--- config.mk ---
export PLATFORM = sky130hd
export DESIGN_NAME = controlador_mult_flotante
export DESIGN_NICKNAME = d
export VERILOG_FILES = /design/src/rtl/controlador_mult_flotante.sv
export SDC_FILE = /design/constraint.sdc
export NUM_CORES = 1
export LEC_CHECK = 0
export ABC_AREA = 1
export CAP_MARGIN = 20
export CORE_UTILIZATION = 40
export DETAILED_ROUTE_END_ITERATION = 12
export DONT_BUFFER_PORTS = 1
export PLACE_DENSITY = 0.57
export SYNTH_ARGS = -nofsm -noshare
export SYNTH_HDL_FRONTEND = slang
export SYNTH_SLANG_ARGS = --single-unit
export TNS_END_PERCENT = 50
--- constraint.sdc ---
create_clock -name i_clock -period 3.85 [get_ports i_clock]
set_clock_uncertainty 0.15 [all_clocks]
set_input_delay 1.155 -clock i_clock [delete_from_list [all_inputs] [get_ports i_clock]]
set_output_delay 1.155 -clock i_clock [all_outputs]
set_load 0.01 [all_outputs]
--- src/rtl/controlador_mult_flotante.sv ---
// Sequential multiplier for the 16-bit {sign, exp[6:0], mant[7:0]} format:
// accept -> multiply mantissas -> normalize/saturate -> hold result until taken.
module controlador_mult_flotante #(
    parameter int BIAS = 63
) (
    input  logic        i_clock,
    input  logic        i_reset,
    input  logic        i_valid,
    output logic        o_ready,
    input  logic [15:0] i_operando_1,
    input  logic [15:0] i_operando_2,
    output logic        o_valid,
    input  logic        i_ready,
    output logic [15:0] o_resultado,
    output logic        o_overflow,
    output logic        o_underflow,
    output logic [7:0]  o_cuenta_ops
);

    typedef enum logic [1:0] {IDLE, MULT, NORM, DONE} state_t;

    state_t             state_q, state_d;
    logic [15:0]        op1_q, op1_d, op2_q, op2_d;
    logic [17:0]        prod_q, prod_d;
    logic signed [8:0]  exp_q, exp_d;
    logic               ready_q, ready_d, valid_q, valid_d;
    logic [15:0]        res_q, res_d;
    logic               ovf_q, ovf_d, unf_q, unf_d;
    logic [7:0]         cnt_q, cnt_d;

    logic               sign_r, zero_op, inf_op;
    logic signed [9:0]  exp_norm;
    logic [7:0]         mant_norm;
    logic               unused_prod_lsbs;

    assign unused_prod_lsbs = ^prod_q[7:0];

    always_comb begin
        sign_r    = op1_q[15] ^ op2_q[15];
        zero_op   = (op1_q[14:8] == 7'h00) || (op2_q[14:8] == 7'h00);
        inf_op    = (op1_q[14:8] == 7'h7F) || (op2_q[14:8] == 7'h7F);
        // A carry out of the integer bit means the product is in [2,4): shift and bump the exponent.
        exp_norm  = {exp_q[8], exp_q} + {9'd0, prod_q[17]};
        mant_norm = prod_q[17] ? prod_q[16:9] : prod_q[15:8];
    end

    always_comb begin
        // NOTE: every _d defaults to its _q so no path can leave a variable unassigned and infer a latch.
        state_d = state_q;
        op1_d   = op1_q;
        op2_d   = op2_q;
        prod_d  = prod_q;
        exp_d   = exp_q;
        res_d   = res_q;
        ovf_d   = ovf_q;
        unf_d   = unf_q;
        cnt_d   = cnt_q;

        case (state_q)
            IDLE: begin
                if (i_valid && ready_q) begin
                    op1_d   = i_operando_1;
                    op2_d   = i_operando_2;
                    state_d = MULT;
                end
            end
            MULT: begin
                prod_d  = {9'd0, 1'b1, op1_q[7:0]} * {9'd0, 1'b1, op2_q[7:0]};
                exp_d   = {2'b00, op1_q[14:8]} + {2'b00, op2_q[14:8]} - 9'(BIAS);
                state_d = NORM;
            end
            NORM: begin
                ovf_d = 1'b0;
                unf_d = 1'b0;
                // Zero operands win over infinities; then range saturation.
                if (zero_op) begin
                    res_d = {sign_r, 15'h0000};
                end else if (inf_op || exp_norm >= 10'sd127) begin
                    res_d = {sign_r, 7'h7F, 8'h00};
                    ovf_d = 1'b1;
                end else if (exp_norm <= 10'sd0) begin
                    res_d = {sign_r, 15'h0000};
                    unf_d = 1'b1;
                end else begin
                    res_d = {sign_r, exp_norm[6:0], mant_norm};
                end
                state_d = DONE;
            end
            DONE: begin
                if (i_ready) begin
                    cnt_d   = cnt_q + 8'd1;
                    state_d = IDLE;
                end
            end
            default: state_d = IDLE;
        endcase

        ready_d = (state_d == IDLE);
        valid_d = (state_d == DONE);
    end

    // NOTE: state is updated with non-blocking assignments so every flop samples pre-edge values.
    always_ff @(posedge i_clock) begin
        if (i_reset) begin
            state_q <= IDLE;
            op1_q   <= '0;
            op2_q   <= '0;
            prod_q  <= '0;
            exp_q   <= '0;
            ready_q <= 1'b1;
            valid_q <= 1'b0;
            res_q   <= '0;
            ovf_q   <= 1'b0;
            unf_q   <= 1'b0;
            cnt_q   <= '0;
        end else begin
            state_q <= state_d;
            op1_q   <= op1_d;
            op2_q   <= op2_d;
            prod_q  <= prod_d;
            exp_q   <= exp_d;
            ready_q <= ready_d;
            valid_q <= valid_d;
            res_q   <= res_d;
            ovf_q   <= ovf_d;
            unf_q   <= unf_d;
            cnt_q   <= cnt_d;
        end
    end

    assign o_ready      = ready_q;
    assign o_valid      = valid_q;
    assign o_resultado  = res_q;
    assign o_overflow   = ovf_q;
    assign o_underflow  = unf_q;
    assign o_cuenta_ops = cnt_q;

endmodule
Word-level counts from Yosys, hierarchy flattened
Index checks and enable logic that the tools add are counted.
Widths: inputs -> output; s select.
- bits in registers: 89
- word-level logic and storage cells: 47
- bits of input ports: 36
- output and inout bits: 28
- multiplexer cells: 12
- equal/unequal tests: 6
- order comparisons: 2
- bitwise operators: 1
- $mul: 1
- add/sub/neg operators: 4
- reductions and logical operators: 10
- operator list (cell ; number):
    $mux 15 ; 3
    $mul 9x9->18 ; 1
    $eq 7x7->1 const B ; 2
    $logic_not 7->1 ; 2
    $add 9x2->10 ; 1
    $ge 10x8->1 const B ; 1
    $le 10x1->1 const B ; 1
    $sub 8x6->9 const B ; 1
    $add 7x7->8 ; 1
    $add 8x1->8 const B ; 1
    $mux 8 ; 1
    $pmux 2 s4 ; 1
    $eq 2x2->1 const B ; 3
    $mux 1 ; 5
    $logic_not 2->1 ; 2
    $mux 2 ; 2
    $reduce_and 2->1 ; 2
    $logic_or 1x1->1 ; 3
    $eq 2x1->1 const B ; 1
    $logic_and 1x1->1 ; 1
    $xor 1x1->1 ; 1

Depth between registers and ports, before layout
- depth after elaboration: 5
- depth in mapped cells: 22
- gate-level depth less buffers: 21

Worst setup path before layout
OpenSTA, ideal clock, no wires.
- kind: reg2reg
- start point: register op1_q[2]
- end point: register prod_q[17]
- setup slack: -385 ps
- cell stages (with the launch flop): 20
- data arrival time: 3976 ps
- required time: 3591 ps
- clock period less this slack: 4235 ps
- cells stage by stage: dfxtp_1 > clkbuf_1 > inv_1 > fa_1 > inv_1 > fa_1 > fa_1 > inv_1 > fa_1 > inv_1 > ha_1 > a21oi_1 > o21a_1 > nor2_1 > nor3_1 > nand2_1 > nand2_1 > nand3_1 > nand2_1 > inv_1
- longest elaborated chain between the ends: 1
- ends and longest elaborated chain (item ; line ; source):
    start, declared ; 23 ; logic [15:0] op1_q, op1_d, op2_q, op2_d;
    start signal, assigned ; 118 ; op1_q <= op1_d;
    $mul 9x9->18 ; 68 ; prod_d = {9'd0, 1'b1, op1_q[7:0]} * {9'd0, 1'b1, op2_q[7:0]};
    end signal, assigned ; 120 ; prod_q <= prod_d;
    end, declared ; 24 ; logic [17:0] prod_q, prod_d;
No other way between the ends.
A chain may end at the register's enable or synchronous reset.

Worst setup path after layout
- start point: register op1_q[4]
- end point: register prod_q[13]
The elaborated chain is that of the path after synthesis.

==> key figures <==
GRT
  – Largest net degree at the start of global routing: just under 50
  – Gr ovfl total: 0
  – Initial antenna violation count: 0
  – First-pass GRT wire length: roughly 25000 um
  – Vias in the first global route: around 5500
  – Total GRT Usage: slightly below 20%

Worst setup path
  – Crit path kind: register to register
  – Critical Path Max Stage Delay: between 0.5 and 0.6 ns
  – RR Endpoint: prod_q[13]
  – Worst reg2reg path startpoint: op1_q[4]
  – Crit path buf inv count: 6
  – Crit path launch: op1_q[4]
  – Critical path's top delay family: adder cells
  – CP endpoint kind: register
  – Worst setup path end: prod_q[13]
  – Worst-path cell chain: buf_6 -> buf_4 -> nand2_1 -> fa_1 -> inv_1 -> fa_1 -> fa_1 -> inv_1 -> fa_1 -> inv_2 -> ha_4 -> a21oi_4 -> o21a_1 -> o21ai_4 -> nand2_2 -> nand2_1 -> nand2_1 -> nand3_1 -> nand2_1 -> inv_1
  – R2R Setup Slk: -0.09 ns
  – WP depth: 20
  – Required time worst endpoint: approximately 3.9 ns
  – Crit path max fanout: 6
  – CP startpoint kind: register
  – Reg2Reg Depth: 20
  – Slowest CP cell: fa_1
  – CP arrival: roughly 4 ns

Power
  – Switching share of power: 39.9%
  – Cell Pwr Density: just under 500 nW/um^2
  – VDD IR max: ~0.00052 V
  – Clk network pwr share: between 20% and 30%
  – Combinational share of power: between 40% and 50%
  – Net Sw Power: 1.51 mW
  – Internal Power: between 2 and 2.5 mW
  – Total leakage power: 3.84 nW
  – Flop pwr share: 29.6%

CTS
  – Worst-path clk slew: around 0.060 ns
  – CTS Buf Count: 9
  – Hold buffer count at cts: 0
  – CTS tree: built
  – CTS root buf: clkbuf_16
  – Longest Clk Path Bufs: 2
  – Worst-Skew Late Latency: roughly 0.34 ns
  – CTS sink cnt: between 80 and 90
  – Htree depth: 3

Logic synthesis
  – Synth top area share: between 20 and 30%
  – Syn Std Cell Area: ~6400 um^2
  – Sequential fraction of the synthesis area: about a quarter
  – Top cells by area, synth: dfxtp_1 (25%), fa_1 (16%), inv_1 (11%)
  – Synth Net Count: approximately 1000
  – Ys Warns: 0
  – Area leader, netlist: dfxtp_1
  – Flops & latches, synth: 81
  – Syn Inst Count: just over 900
  – Syn_area_per_cell: slightly above 7 um^2
  – Netlist cell types: 34

Placed design
  – Port buffer count: 0
  – Placed inst area: ~7000 um^2
  – Placed Instances: around 1100
  – Gpl congestion: 0.842
  – Dpl hpwl: between 10000 and 15000 um

Layout
  – FF+latch area: 1670 um^2
  – Fillers: 1591
  – Post-layout net count: 1083
  – ANT cells: 0
  – Area of the multi-input gates: between 4000 and 5000 um^2
  – Area delta synth->final: 21.2%
  – Non-Filler Instances: roughly 1200
  – Core Util, Final: roughly half
  – Most frequent cells in the layout: inv_1 (172), nand2_1 (144), nor2_1 (102)
  – Fraction of layout cells with a size suffix above 1: 19.7%
  – Commonest non-fill, non-tap cell in the layout: inv_1
  – Post-route cell area: 7750 um^2

Timing
  – Period minus WS final: 3.94 ns
  – Final setup viols: 6
  – Final Hold Viols: 0
  – RSZ-0062 raised after global routing: true
  – Final Cycle Share: 102%
  – Setup TNS: -0.366 ns
  – Worst rel slew slack: 50.2%
  – Fmax: approximately 250 MHz
  – Post-route setup slack: -0.0904 ns
  – Worst-Margin Slew: 0.747 ns
  – Slew Limit Fails: 0

Status
  – Outcome: finished, violations left
  – Violated checks: negative setup slack

Run
  – Maximum Capacitance Violations: 0

Routing
  – Drt initial violations: 261
  – Wire per inst: 12.5 um
  – Post-route ant nets: 0
  – Metal-1 WL: just under 7000 um
  – Final Routed Wirelength: between 10000 and 15000 um
  – WL met2: 7070 um
  – DR vias: between 5000 and 6000
  – Top layer in use: met4
  – DRT Pass-1 Iters: 4
  – Remaining DRCs: 0
  – DR WL met3: 429 um
  – Via density: roughly 4.8

Floorplanning
  – Starting density of the core: roughly two fifths
  – Row count: 45
  – Die Y: between 100 and 150 um
  – Die area: approximately 16000 um^2
  – I/O Pins: 64
  – Die extent in x: ~130 um
  – Core ar.: 15400 um^2

Min path
  – Worst Hold Class: register to register
## stage by stage
step | hold slack, ns | power, mW | setup slack [ns]
6_report | 0.348 | 3.79 | -0.0904
5_1_grt | 0.373 | 4.14 | -0.306
4_1_cts | 0.349 | 3.73 | -0.120
3_5_place_dp | 0.340 | 2.75 | -0.334
3_3_place_gp | 0.335 | 2.74 | -0.326
2_1_floorplan | 0.304 | 2.29 | -0.0517
## worst min path at each step
stage / startpoint / end / cells past startpoint
final: op1_q[14] / op1_q[14] / 2
after global routing: op1_q[13] / op1_q[13] / 2
after CTS: op1_q[14] / op1_q[14] / 2
after detailed placement: op1_q[14] / op1_q[14] / 2
after global placement: op1_q[14] / op1_q[14] / 2
after floorplan: op1_q[13] / op1_q[13] / 2
## per-layer routing
layer | GRT usage (%) | vias up
met5 | 0 | -
met4 | 5.47 | 0
met3 | 3.37 | 14
met2 | 33.2 | 75
met1 | 24.9 | 2581
li1 | - | 2873
## power by group through the flow
stage,registers [mW],clock network (mW),logic [mW]
finish,1.12,0.840,1.83
CTS,1.12,0.863,1.75
detailed placement,1.13,0,1.62
global route,1.14,0.901,2.10
global placement,1.13,0,1.62
floorplan,1.05,0,1.24
## Yosys cell counts
master	number
and2_1	2
nand4_2	1
a22oi_1	1
nor2_8	1
a21oi_1	62
o22ai_1	1
nand3_1	49
nand2_1	166
buf_6	2
clkbuf_1	30
o21bai_1	2
xor2_1	4
nor2_1	104
a211oi_1	1
a21oi_2	1
o21ai_0	64
nor3_1	8
clkinv_1	1
inv_2	3
fa_1	50
inv_1	188
nand2_2	5
nand3b_1	3
nor2_4	1
nand4_1	9
a21o_1	2
buf_1	1
buf_2	4
ha_1	49
o21a_1	3
or2_2	2
dfxtp_1	81
xnor2_1	4
a31oi_1	3
## layout make-up
| class | instances | share of cell area [%] |
|---|---|---|
| inverter | 192 | 9.30 |
| timing repair buffer | 66 | 6.64 |
| multi-input combinational | 598 | 55.3 |
| tap | 211 | 3.41 |
| clock buffer | 13 | 3.49 |
| clock inverter | 3 | 0.291 |
| sequential | 81 | 21.6 |
## cell families after synthesis
family / synth area share (%)
DFF: 25.4
adders and majority gates: 25.2
AOI/OAI and AO/OA: 11.4
xor gates and xnor gates: 1.10
and+or+nand+nor: 23.1
buffers and inverters: 13.8
## sequential cells by signal (all words and copies together) (netlist names)
register / count
o_overflow: 1
o_underflow: 1
prod_q: 10
op1_q: 16
exp_q: 9
o_cuenta_ops: 8
op2_q: 16
o_resultado: 16
o_ready: 1
o_valid: 1
state_q: 2
## worst min-delay path, stage by stage (launching register included)
cell and delay, ns:
dfxtp_1 0.32, inv_1 0.08, a21oi_1 0.06
## timing repair
item,in CTS,in global routing
setup endpoints to repair,10,10
cloned,0,0
pin swaps,15,38
setup buffers,7,5
resized for setup,54,51
No activity file was read; power rests on OpenSTA's default activity.
